## src/rtl/hockey_core.sv

```systemverilog
// Air-hockey game controller: serve, puck travel with wall reflection, response
// windows, scoring and game-over sequencing on a configurable field.
module hockey_core #(
  parameter int X_W        = 3,
  parameter int X_LAST     = 7,
  parameter int Y_W        = 3,
  parameter int Y_LAST     = 4,
  parameter int SCORE_W    = 2,
  parameter int WIN_SCORE  = 3,
  parameter int TICK_W     = 4,
  parameter int SHOW_TICKS = 2,
  parameter int STEP_TICKS = 2,
  parameter int MIN_STEP   = 1,
  parameter int RESP_TICKS = 2,
  parameter int STRICT     = 0
) (
  input  logic               clk,
  input  logic               rst,
  input  logic               tick,
  input  logic               BTN_A,
  input  logic               BTN_B,
  input  logic [1:0]         DIR_A,
  input  logic [1:0]         DIR_B,
  input  logic [Y_W-1:0]     Y_in_A,
  input  logic [Y_W-1:0]     Y_in_B,
  output logic [X_W-1:0]     X_COORD,
  output logic [Y_W-1:0]     Y_COORD,
  output logic [SCORE_W-1:0] score_A,
  output logic [SCORE_W-1:0] score_B,
  output logic [3:0]         state_o,
  output logic [1:0]         winner,
  output logic [7:0]         rally
);

  localparam logic [3:0] S_IDLE   = 4'd0;
  localparam logic [3:0] S_DISP   = 4'd1;
  localparam logic [3:0] S_HIT_A  = 4'd2;
  localparam logic [3:0] S_HIT_B  = 4'd3;
  localparam logic [3:0] S_SEND_A = 4'd4;
  localparam logic [3:0] S_SEND_B = 4'd5;
  localparam logic [3:0] S_RESP_A = 4'd6;
  localparam logic [3:0] S_RESP_B = 4'd7;
  localparam logic [3:0] S_GOAL_A = 4'd8;
  localparam logic [3:0] S_GOAL_B = 4'd9;
  localparam logic [3:0] S_OVER   = 4'd10;

  localparam logic [1:0] D_STR = 2'b00;
  localparam logic [1:0] D_UP  = 2'b01;
  localparam logic [1:0] D_DN  = 2'b10;

  localparam logic [X_W-1:0]     X_MAX     = X_W'(X_LAST);
  localparam logic [Y_W-1:0]     Y_MAX     = Y_W'(Y_LAST);
  localparam logic [SCORE_W-1:0] WIN_V     = SCORE_W'(WIN_SCORE);
  localparam logic [TICK_W-1:0]  SHOW_M1   = TICK_W'(SHOW_TICKS - 1);
  localparam logic [TICK_W-1:0]  RESP_M1   = TICK_W'(RESP_TICKS - 1);
  localparam logic [TICK_W-1:0]  STEP_V    = TICK_W'(STEP_TICKS);
  localparam logic [TICK_W-1:0]  MIN_V     = TICK_W'(MIN_STEP);
  localparam bit                 STRICT_ON = (STRICT != 0);

  logic [3:0]         state_q, state_d;
  logic [X_W-1:0]     x_q, x_d;
  logic [Y_W-1:0]     y_q, y_d;
  logic [1:0]         dir_q, dir_d;
  logic [SCORE_W-1:0] sa_q, sa_d, sb_q, sb_d;
  logic [1:0]         win_q, win_d;
  logic [7:0]         rally_q, rally_d;
  logic [TICK_W-1:0]  timer_q, timer_d;
  logic [TICK_W-1:0]  step_q, step_d;
  logic               start_b_q, start_b_d;

  logic               show_done, step_done, resp_done;
  logic [7:0]         rally_inc;
  logic [TICK_W-1:0]  step_dec;

  function automatic logic [1:0] norm_dir(input logic [1:0] d);
    return (d == 2'b11) ? D_STR : d;
  endfunction

  // Returns {new_dir, new_y}; bounces off the top and bottom walls.
  function automatic logic [Y_W+1:0] reflect(input logic [Y_W-1:0] y, input logic [1:0] d);
    logic [Y_W+1:0] r;
    r = {d, y};
    if (d == D_UP)      r = (y == Y_MAX) ? {D_DN, y - 1'b1} : {D_UP, y + 1'b1};
    else if (d == D_DN) r = (y == '0)    ? {D_UP, y + 1'b1} : {D_DN, y - 1'b1};
    return r;
  endfunction

  assign show_done = tick && (timer_q == SHOW_M1);
  assign step_done = tick && (timer_q == step_q - 1'b1);
  assign resp_done = tick && (timer_q == RESP_M1);
  assign rally_inc = (rally_q == 8'hFF) ? rally_q : rally_q + 8'd1;
  assign step_dec  = (step_q > MIN_V) ? step_q - 1'b1 : step_q;

  always_comb begin
    state_d   = state_q;
    x_d       = x_q;
    y_d       = y_q;
    dir_d     = dir_q;
    sa_d      = sa_q;
    sb_d      = sb_q;
    win_d     = win_q;
    rally_d   = rally_q;
    step_d    = step_q;
    start_b_d = start_b_q;
    timer_d   = tick ? timer_q + 1'b1 : timer_q;
    case (state_q)
      S_IDLE: if (BTN_A || BTN_B) begin
        sa_d      = '0;
        sb_d      = '0;
        win_d     = '0;
        rally_d   = '0;
        start_b_d = !BTN_A;
        state_d   = S_DISP;
      end
      S_DISP: if (show_done) state_d = start_b_q ? S_HIT_B : S_HIT_A;
      S_HIT_A: if (BTN_A && (Y_in_A <= Y_MAX)) begin
        x_d     = '0;
        y_d     = Y_in_A;
        dir_d   = norm_dir(DIR_A);
        rally_d = '0;
        step_d  = STEP_V;
        state_d = S_SEND_B;
      end
      S_HIT_B: if (BTN_B && (Y_in_B <= Y_MAX)) begin
        x_d     = X_MAX;
        y_d     = Y_in_B;
        dir_d   = norm_dir(DIR_B);
        rally_d = '0;
        step_d  = STEP_V;
        state_d = S_SEND_A;
      end
      S_SEND_B: if (step_done) begin
        {dir_d, y_d} = reflect(y_q, dir_q);
        x_d          = x_q + 1'b1;
        timer_d      = '0;
        if (x_d == X_MAX) state_d = S_RESP_B;
      end
      S_SEND_A: if (step_done) begin
        {dir_d, y_d} = reflect(y_q, dir_q);
        x_d          = x_q - 1'b1;
        timer_d      = '0;
        if (x_d == '0) state_d = S_RESP_A;
      end
      // A matching press wins even on the expiring tick.
      S_RESP_B: begin
        if (BTN_B && (Y_in_B == y_q)) begin
          x_d          = X_MAX - 1'b1;
          {dir_d, y_d} = reflect(y_q, norm_dir(DIR_B));
          rally_d      = rally_inc;
          step_d       = step_dec;
          state_d      = S_SEND_A;
        end else if ((STRICT_ON && BTN_B) || resp_done) begin
          sa_d    = sa_q + 1'b1;
          state_d = S_GOAL_A;
        end
      end
      S_RESP_A: begin
        if (BTN_A && (Y_in_A == y_q)) begin
          x_d          = X_W'(1);
          {dir_d, y_d} = reflect(y_q, norm_dir(DIR_A));
          rally_d      = rally_inc;
          step_d       = step_dec;
          state_d      = S_SEND_B;
        end else if ((STRICT_ON && BTN_A) || resp_done) begin
          sb_d    = sb_q + 1'b1;
          state_d = S_GOAL_B;
        end
      end
      S_GOAL_A: if (show_done) begin
        if (sa_q == WIN_V) begin
          win_d   = 2'b01;
          state_d = S_OVER;
        end else begin
          state_d = S_HIT_B;
        end
      end
      S_GOAL_B: if (show_done) begin
        if (sb_q == WIN_V) begin
          win_d   = 2'b10;
          state_d = S_OVER;
        end else begin
          state_d = S_HIT_A;
        end
      end
      S_OVER: if (show_done) state_d = S_IDLE;
      default: state_d = S_IDLE;
    endcase
    if (state_d != state_q) timer_d = '0;
  end

  always_ff @(posedge clk) begin
    if (!rst) begin
      state_q   <= S_IDLE;
      x_q       <= '0;
      y_q       <= '0;
      dir_q     <= '0;
      sa_q      <= '0;
      sb_q      <= '0;
      win_q     <= '0;
      rally_q   <= '0;
      timer_q   <= '0;
      step_q    <= STEP_V;
      start_b_q <= 1'b0;
    end else begin
      state_q   <= state_d;
      x_q       <= x_d;
      y_q       <= y_d;
      dir_q     <= dir_d;
      sa_q      <= sa_d;
      sb_q      <= sb_d;
      win_q     <= win_d;
      rally_q   <= rally_d;
      timer_q   <= timer_d;
      step_q    <= step_d;
      start_b_q <= start_b_d;
    end
  end

  assign X_COORD = x_q;
  assign Y_COORD = y_q;
  assign score_A = sa_q;
  assign score_B = sb_q;
  assign state_o = state_q;
  assign winner  = win_q;
  assign rally   = rally_q;

endmodule

```

## config.mk

```make
export PLATFORM = sky130hd
export DESIGN_NAME = hockey_core
export DESIGN_NICKNAME = d
export VERILOG_FILES = /design/src/rtl/hockey_core.sv
export SDC_FILE = /design/constraint.sdc
export NUM_CORES = 1
export LEC_CHECK = 0
export BUFFER_PORTS_ARGS = -buffer_cell sky130_fd_sc_hd__buf_2
export CORE_MARGIN = 3
export CORE_UTILIZATION = 35
export CTS_CLUSTER_SIZE = 14
export DETAILED_ROUTE_END_ITERATION = 16
export PLACE_DENSITY = 0.64
export SLEW_MARGIN = 20
export SYNTH_ARGS = -nofsm -noshare
export SYNTH_HDL_FRONTEND = slang
export SYNTH_SLANG_ARGS = --single-unit
```

## constraint.sdc

```tcl
create_clock -name clk -period 2.59 [get_ports clk]
set_input_delay 0.518 -clock clk [delete_from_list [all_inputs] [get_ports clk]]
set_output_delay 0.518 -clock clk [all_outputs]
set_load 0.02 [all_outputs]
```

; ---- After elaboration in Yosys (flattened, before gate mapping)
; Cells that the tools add are included.
[op_classes]
magnitude_cmp = 3
shift = 0
mux = 76
bitwise = 1
n_reduce_logical = 29
n_mul = 0
div_mod_pow = 0
eq_ne = 47
add_sub_neg = 9
[ops]
columns = op, n
row1 = 2-to-1 mux 4 bit, 25
row2 = 2-to-1 mux 8 bit, 6
row3 = case mux 4 bit (11 select lines), 1
row4 = 2-to-1 mux 5 bit, 8
row5 = case mux 8 bit (5 select lines), 1
row6 = 2-to-1 mux 3 bit, 11
row7 = 2-to-1 mux 2 bit, 16
row8 = != test 2 bit (second input constant), 15
row9 = case mux 3 bit (6 select lines), 1
row10 = equality test 4 x 3 -> 1 bit (second input constant), 4
row11 = case mux 4 bit (4 select lines), 1
row12 = case mux 3 bit (5 select lines), 1
row13 = equality test 2 bit (second input constant), 7
row14 = AND reduction 7 bit, 2
row15 = equality test 4 bit (second input constant), 3
row16 = AND reduction 6 bit, 2
row17 = case mux 2 bit (5 select lines), 1
row18 = nonzero test 5 bit, 2
row19 = AND reduction 9 bit, 1
row20 = adder 8 x 1 -> 8 bit (second input constant), 1
row21 = equality test 4 x 1 -> 1 bit (second input constant), 2
row22 = equality test 4 x 2 -> 1 bit (second input constant), 2
row23 = equality test 8 bit (second input constant), 1
row24 = case mux 2 bit (2 select lines), 2
row25 = other kinds (31), 49
[totals]
regBits = 35
ram_bits = 0
elab_cells = 176
output_inout_bits = 24
memories = 0
mem_bits_ro = 0
latch_bits = 0

; ---- Logic depth before layout (Yosys ltp)
; Gate-level depths: netlist of run 1.
[logic_depth]
word_depth = 7
depth_mapped = 9

; ---- Least setup slack after synthesis of run 1
; OpenSTA, ideal clock, no wires.
[synth_path]
kind = register -> register
startpoint = register step_q[0]
endpoint = register timer_q[1]
setup_slack_ns = 0.349
stages_incl_launch_ff = 9
n_path_buf = 0
t_arrival_ns = 2.163
setup_ns = 0.078
t_required_ns = 2.512
period_less_slack_ns = 2.241
path_cell_list = dfxtp_1 inv_1 ha_1 xor2_1 and3_1 and3_1 a2111oi_1 o211ai_1 nor3_1
[synth_via]
elab_chain_cells = 7
elab_cells_between_ends = 10
classes_between = 1 x add/sub / 2 x eq/ne / 5 x mux / 2 x reduce/logical
[synth_rtl]
columns = element, line
row1 = from (decl), 68  ; logic [TICK_W-1:0] step_q, step_d;
row2 = from (signal assigned), 214  ; step_q <= step_d;
row3 = subtractor 4 x 1 -> 4 bit *, 89  ; assign step_done = tick && (timer_q == step_q - 1'b1);
row4 = equality test 4 bit *, 89
row5 = logical AND 1 bit *, 89
row6 = "2-to-1 mux 4 bit, on equally long branches", "138, 132"
row7 = case mux 4 bit (11 select lines), 106  ; case (state_q)
row8 = != test 4 bit, 188  ; if (state_d != state_q) timer_d = '0;
row9 = OR reduction 2 bit (no line), n/a
row10 = to (signal assigned), 213  ; timer_q <= timer_d;
row11 = to (decl), 67  ; logic [TICK_W-1:0] timer_q, timer_d;
; Mark *: on every way between the ends. The rest lies on a longest branch, timed or not.
; A chain may end at the register's enable or synchronous reset.

; ---- Worst setup path after layout of run 1
[layout_path]
startpoint = register y_q[1], in the netlist Y_COORD[1]
endpoint = register rally_q[7], in the netlist rally[7]
[layout_via]
elab_chain_cells = 4
elab_cells_between_ends = 7
classes_between = 4 x eq/ne / 3 x reduce/logical
[layout_rtl]
columns = element, line
row1 = from (decl), 62  ; logic [Y_W-1:0] y_q, y_d;
row2 = from (signal assigned), 207  ; y_q <= y_d;
row3 = "equality test 3 bit, on equally long branches", "158, 146"
row4 = "logical AND 1 bit, on equally long branches", "158, 146"
row5 = != test 2 bit (no line), n/a
row6 = AND reduction 6 bit (no line) *, n/a
row7 = to (signal assigned), 212  ; rally_q <= rally_d;
row8 = to (decl), 66  ; logic [7:0] rally_q, rally_d;
; Marks and branches as above.

==> results.ini, run 1 <==
[status]
status=completed

[worst_setup_path]
setup.worst_path.class=reg -> reg
worstPathArrival_ps=2520
crit_fanout=8
crit_end=rally[7]
rr_startpoint=Y_COORD[1]
rr_endpoint=rally[7]
cp_slowest_cell=o41ai_2
cp-end-kind=flop
path_cells=xor2_1, o41ai_2, nand4_4, nor2_2, o21ai_0, a32o_1
setup.worst_path.start=Y_COORD[1]
cp.required_ps=2780
cp-start-kind=flop
ff2ff_setup_slack_ps=260
slowest_delay_ps=530
rr_worst_depth=6

[sta]
setup_tns_ps=0
slew_viol_final=0
fin_worst_skew_ps=4.12
min_period_over_period_pct=90.1
rsz0062_at_grt=no
whs_ps=476
finalCriticalPeriod_ps=2330
hold_violations=0
finalSetupViolCount=0
max_freq_mhz=428
max-slew-margin-rel_pct=65.0
tightestPinTransition_ps=520
layout_setup_ws_ps=256

[clock_tree]
insertion_delay_ps=290
cts_setup_buffers=0
holdBufCountCts=0
h-tree-depth=2
cts.repair.resized=0
clkSinkCount=35
clockBufferDepth=2
cts_tree=built
cts.clk_slew.worst_paths_ps=80
cts_buffers=5
root_buffer=clkbuf_8

[die]
dieArea_um2=10000
ios=39
core_area_um2=8420
rows=33
die_w_um=100
start_util_pct=36.8
fp.dieH_um=100

[synth]
ys_seq_area_share_pct=22.6
synthArstFlopShare_pct=0
synth_compound_area_share_pct=26.6
synthAdderAreaFrac_pct=8.48
netlist_instances=378
synth-edff-count=0
synth.avg_cell_area_um2=8.19
synth_nets=414
synth_top_family_by_area=simple AND/OR/NAND/NOR gates
netlist.area_leader.share_pct=22.6
yosys-top-cells-area=dfxtp_1, ha_1, o21ai_0
yosys_most_used_dff=dfxtp_1
synth_cell_types=79
ys_warn_count=0
syn_area_um2=3100
synth_xor_area_share_pct=5.66
yosys_register_bits=35
synth.area.mux_share_pct=2.95
post-synth-top-area-cell=dfxtp_1
synth-simple-area-share_pct=27.3

[global_route]
grt_max_degree=36
grt_util_all_layers_pct=16.5
grt_pass1_vias=2846
antenna_found_initial=0
overflow=0
grt_pass1_wl_um=13700

[layout]
layout-drive-gt1-share_pct=21.8
nNetsFinal=457
syn2layout_area_growth_pct=13.9
antennaDiodeCount=0
instances_no_fill=527
stdcell_area_um2=3530

[routing]
wl_per_cell_um=15.3
wl_um=8080
viasPerCell=5.65
ant_nets=0
first_pass_iters=4
drt_iter0_markers=208
vias=2978
remaining_drc_errors=0

[pwr]
switching_share_pct=29.9
irDropWorstVdd_v=0.000173
power_frac_comb_pct=19.4
p_clk_share_pct=38.6
leakagePower_uw=0.00149
p_seq_share_pct=42.0
powerDensity_nw_per_um2=376
internal_power_uw=931
p_switching_uw=397

[placed_design]
dp.cells=519
routabilityCongestion=0.878
dpl.hpwl_um=6090
place_area_um2=3420
pre_cts_ws_ps=76.9
port_buffers=38

[job]
max_cap_violations=0

[worst_hold_path]
hp-class=reg -> reg
hold_depth=2

==> logic make-up (layout without fill, tap and decap cells) <==
group,Yosys count,after routing
buf+inv,37,81
xor+xnor,20,20
simple gates,143,143
fa+ha+maj,21,21
compound gates,113,113
flops,35,35
mux,9,9
==> cells in the final DEF, fill, tap and decap left out, types with 3 or more instances in the layout <==
cell type	count
nand2_1	32
o21a_1	5
clkbuf_8	5
buf_4	17
buf_2	38
nand4_1	6
a311oi_1	3
nor2_1	25
nand3_1	10
nand3b_1	5
nor3_2	3
xor2_1	14
and3_1	8
nor3_1	10
a21oi_1	23
ha_1	21
o22ai_1	5
nor3b_1	6
o211ai_1	4
dfxtp_1	35
nor2b_1	8
xnor2_1	6
o31ai_1	5
and2_1	4
a22oi_1	3
a31oi_1	8
o21ai_0	25
inv_1	17
mux2i_1	8
a32o_1	5
==> stage by stage <==
step / total power, uW / utilization [%]
after floorplan: 754 / -
after global placement: 823 / 40.6
after detailed placement: 825 / 40.6
after CTS: 1340 / 41.9
after global routing: 1390 / 41.9
final: 1330 / 41.9
==> flip-flops by register name, indices dropped and copies added (netlist names) <==
name	count
timer_q	4
X_COORD	3
score_B	2
dir_q	2
start_b_q	1
score_A	2
winner	2
Y_COORD	3
state_o	4
step_q	4
rally	8
==> power by group through the flow <==
stage	combinational (uW)	sequential, uW	clock, uW
2_1_floorplan	183	572	0
6_report	258	558	512
3_3_place_gp	252	571	0
4_1_cts	256	558	525
3_5_place_dp	255	571	0
5_1_grt	286	559	544
==> worst min-delay path by stage <==
stage,from,endpoint,slack (ps)
2_1_floorplan,start_b_q,start_b_q,430
3_3_place_gp,start_b_q,start_b_q,460
3_5_place_dp,start_b_q,start_b_q,460
4_1_cts,start_b_q,start_b_q,480
5_1_grt,score_A[1],score_A[1],520
6_report,start_b_q,start_b_q,480
==> synthesized netlist by cell type (3+ instances only) <==
cell,count
o21a_1,5
xnor2_1,6
nand4_1,6
o211ai_1,4
o21ai_0,25
a311oi_1,3
and3_1,8
a32o_1,5
clkbuf_8,3
nor3_2,3
xor2_1,14
nor2b_1,8
inv_1,17
a31oi_1,8
dfxtp_1,35
nand3b_1,5
mux2i_1,8
nand2_1,32
and2_1,4
a21oi_1,23
nor2_1,25
nor3_1,10
clkbuf_1,9
buf_2,3
ha_1,21
a22oi_1,3
o22ai_1,5
nor3b_1,6
nand3_1,10
o31ai_1,5
==> final cells by class <==
cell class,count,area [um2]
Inverter,18,67.6
Fill cell,882,4890
Clock inverter,3,43.8
Timing Repair Buffer,55,318
Sequential cell,35,701
Multi-Input combinational cell,306,2200
Clock buffer,5,68.8
Tap cell,105,131
==> worst max-delay path: cells and delay by family, from the launching register on <==
| kind | cells | cell delay (ps) |
|---|---|---|
| and+or+nand+nor | 2 | 650 |
| AOI/OAI and AO/OA | 3 | 960 |
| xor gates and xnor gates | 1 | 140 |
| DFF | 1 | 480 |
==> routing by layer <==
metal  up-vias  global-route usage (%)  part of all wire [%]
met5         -                       0                     0
met4         0                    3.94                   1.4
met3        10                    2.64                   5.2
met2        73                    27.7                    47
met1      1405                    22.2                    47
li1       1490                       -                     -
(Power assumes the default switching activity.)
==> inputs of run 2 (changes only) <==
--- a/config.mk
+++ b/config.mk
@@ -6,10 +6,12 @@
 export NUM_CORES = 1
 export LEC_CHECK = 0
 export BUFFER_PORTS_ARGS = -buffer_cell sky130_fd_sc_hd__buf_2
+export CORE_ASPECT_RATIO = 0.8
 export CORE_MARGIN = 3
 export CORE_UTILIZATION = 35
 export CTS_CLUSTER_SIZE = 14
 export DETAILED_ROUTE_END_ITERATION = 16
+export GPL_TIMING_DRIVEN = 1
 export PLACE_DENSITY = 0.64
 export SLEW_MARGIN = 20
 export SYNTH_ARGS = -nofsm -noshare
==> results.ini, run 2 (synthesis results as in run 1) <==
[clock_tree]
holdBufCountCts=0  ; unchanged
insertion_delay_ps=290  ; about the same
root_buffer=clkbuf_8  ; unchanged
cts_tree=built  ; unchanged
h-tree-depth=2  ; unchanged
cts_setup_buffers=0  ; unchanged
cts_buffers=5  ; unchanged
cts.clk_slew.worst_paths_ps=80  ; about the same
clockBufferDepth=2  ; unchanged
clkSinkCount=35  ; unchanged

[routing]
remaining_drc_errors=0  ; unchanged
viasPerCell=5.57  ; was 5.65
wl_um=8250  ; was 8080 um
drt_iter0_markers=301  ; was 208
first_pass_iters=4  ; unchanged
vias=2997  ; was 2,978
ant_nets=0  ; unchanged
wl_per_cell_um=15.3  ; about the same

[sta]
hold_violations=0  ; unchanged
setup_tns_ps=0  ; unchanged
slew_viol_final=0  ; unchanged
finalSetupViolCount=0  ; unchanged
max_freq_mhz=426  ; was 428 MHz
tightestPinTransition_ps=540  ; was 520 ps
fin_worst_skew_ps=10.1  ; was 4.12 ps
rsz0062_at_grt=no  ; unchanged
finalCriticalPeriod_ps=2350  ; was 2330 ps
max-slew-margin-rel_pct=63.9  ; was 65.0%
min_period_over_period_pct=90.7  ; was 90.1%
whs_ps=500  ; was 476 ps

[global_route]
overflow=0  ; unchanged
antenna_found_initial=0  ; unchanged
grt_pass1_wl_um=14200  ; was 13,700 um
grt_pass1_vias=2899  ; was 2,846
grt_util_all_layers_pct=16.6  ; was 16.5%
grt_max_degree=36  ; unchanged

[worst_setup_path]
path_cells=inv_1, ha_1, xor2_1, and3_1, and3_1, a2111oi_1, buf_4, nand2_1, nor3_1  ; was xor2_1, o41ai_2, nand4_4, nor2_2, o21ai_0, a32o_1
cp.required_ps=2800  ; was 2780 ps
cp-start-kind=flop  ; unchanged
slowest_delay_ps=440  ; was 530 ps
crit_fanout=5  ; was 8
crit_top_cell=and3_1
cp-end-kind=flop  ; unchanged
cp_slowest_cell=a2111oi_1  ; was o41ai_2
ff2ff_setup_slack_ps=240  ; was 260 ps
setup.worst_path.class=reg -> reg  ; unchanged
critical_path_cell_count=9  ; was 6
critical-path-top-delay-family=simple AND/OR/NAND/NOR gates  ; was compound AO/OA/AOI/OAI gates
worstPathArrival_ps=2560  ; was 2520 ps
cp.buffers_inverters=2  ; was 0
rr_startpoint=step_q[0]  ; was Y_COORD[1]
rr_endpoint=timer_q[2]  ; was rally[7]
rr_worst_depth=9  ; was 6

[layout]
stdcell_area_um2=3560  ; was 3530 um2
antennaDiodeCount=0  ; unchanged
syn2layout_area_growth_pct=14.9  ; was 13.9%
layout-drive-gt1-share_pct=22.8  ; was 21.8%
fillCellCount=873  ; was 882
largest_reg_flops=8  ; unchanged
final_common_cell=buf_2  ; unchanged
final_cell_mix=buf_2, dfxtp_1, nand2_1  ; unchanged
nNetsFinal=461  ; was 457

[die]
dieArea_um2=10000  ; about the same
rows=30  ; was 33
fp.dieH_um=90.1  ; was 100 um
die_w_um=111  ; was 100 um
core_area_um2=8560  ; was 8420 um2
start_util_pct=36.2  ; was 36.8%
ios=39  ; unchanged

[job]
max_cap_violations=0  ; unchanged

[placed_design]
port_buffers=38  ; unchanged
dpl.hpwl_um=6310  ; was 6090 um
place_area_um2=3450  ; was 3420 um2
routabilityCongestion=0.863  ; was 0.878

[worst_hold_path]
hp-class=reg -> reg  ; unchanged
hold_depth=2  ; unchanged
worst_hold_path.endpoint=start_b_q  ; unchanged
hold_start=start_b_q  ; unchanged

[pwr]
powerDensity_nw_per_um2=360  ; was 376 nW/um2
leakagePower_uw=0.00150  ; was 0.00149 uW
irDropWorstVdd_v=0.000210  ; was 0.000173 V

[status]
status=completed  ; unchanged

## run 2: changes by cell type in the layout (fill, tap and decap cells not counted)
cell	delta
buf_4	+4
bufinv_16	-1
clkbuf_8	+2
clkinv_2	-1
clkinv_4	-1
clkinvlp_4	+1
dfxtp_1	-1
dfxtp_2	+1
o21ai_0	-1
o21ai_1	+1
## run 2: through the flow
| stage | utilization [%] | power (uW) | std cells | setup slack (ps) |
|---|---|---|---|---|
| 6_report | 41.6 | 1280 | 538 | 241 |
| 5_1_grt | 41.6 | 1360 | 538 | 54.1 |
| 4_1_cts | 41.6 | 1300 | 538 | 155 |
| 3_5_place_dp | 40.4 | 834 | 530 | 74.8 |
| 3_3_place_gp | 40.4 | 830 | 530 | 142 |
| 2_1_floorplan | - | 754 | 378 | 349 |
## run 2: final cells by class
type / count / area [um2] / share of cell area [%]
clock buffer: 7 / 96.3 / 2.71
clock inverter: 1 / 7.51 / 0.211
inverter: 18 / 67.6 / 1.90
multi-input combinational: 306 / 2200 / 61.8
sequential: 35 / 702 / 19.7
tap: 112 / 140 / 3.94
timing repair buffer: 59 / 348 / 9.77
## run 2: what timing repair did
item / CTS / global route
endpoints found under the hold margin: 0 / 0
gates resized for setup: 0 / 2
setup endpoints to repair: 0 / 4
## run 2: worst max path at each step
stage               startpoint  slack (ps)    endpoint
floorplan            step_q[0]         350  timer_q[1]
global placement     Y_in_A[1]         140    rally[5]
detailed placement   Y_in_A[1]          70    rally[7]
CTS                  step_q[0]         160  timer_q[2]
global route        Y_COORD[1]          50    rally[2]
finish               step_q[0]         240  timer_q[2]
## run 2: layer usage
layer | global-route usage, % | share of wire (%) | up-vias
li1 | - | - | 1494
met1 | 24.1 | 49 | 1404
met2 | 24.8 | 43 | 95
met3 | 4.44 | 7.4 | 4
met4 | 3.24 | 0.41 | 0
met5 | 0 | 0 | -
## run 2: tightest hold or removal path, stage by stage (launching register included)
cell and delay (ps):
dfxtp_1 340, a21oi_1 50, nor2_1 80
## run 2: where the power goes
part / internal, uW / switching (uW) / leakage (uW)
combinational: 104 / 157 / 0.00117
clock: 242 / 214 / 0.0000505
sequential: 546 / 17.8 / 0.000283
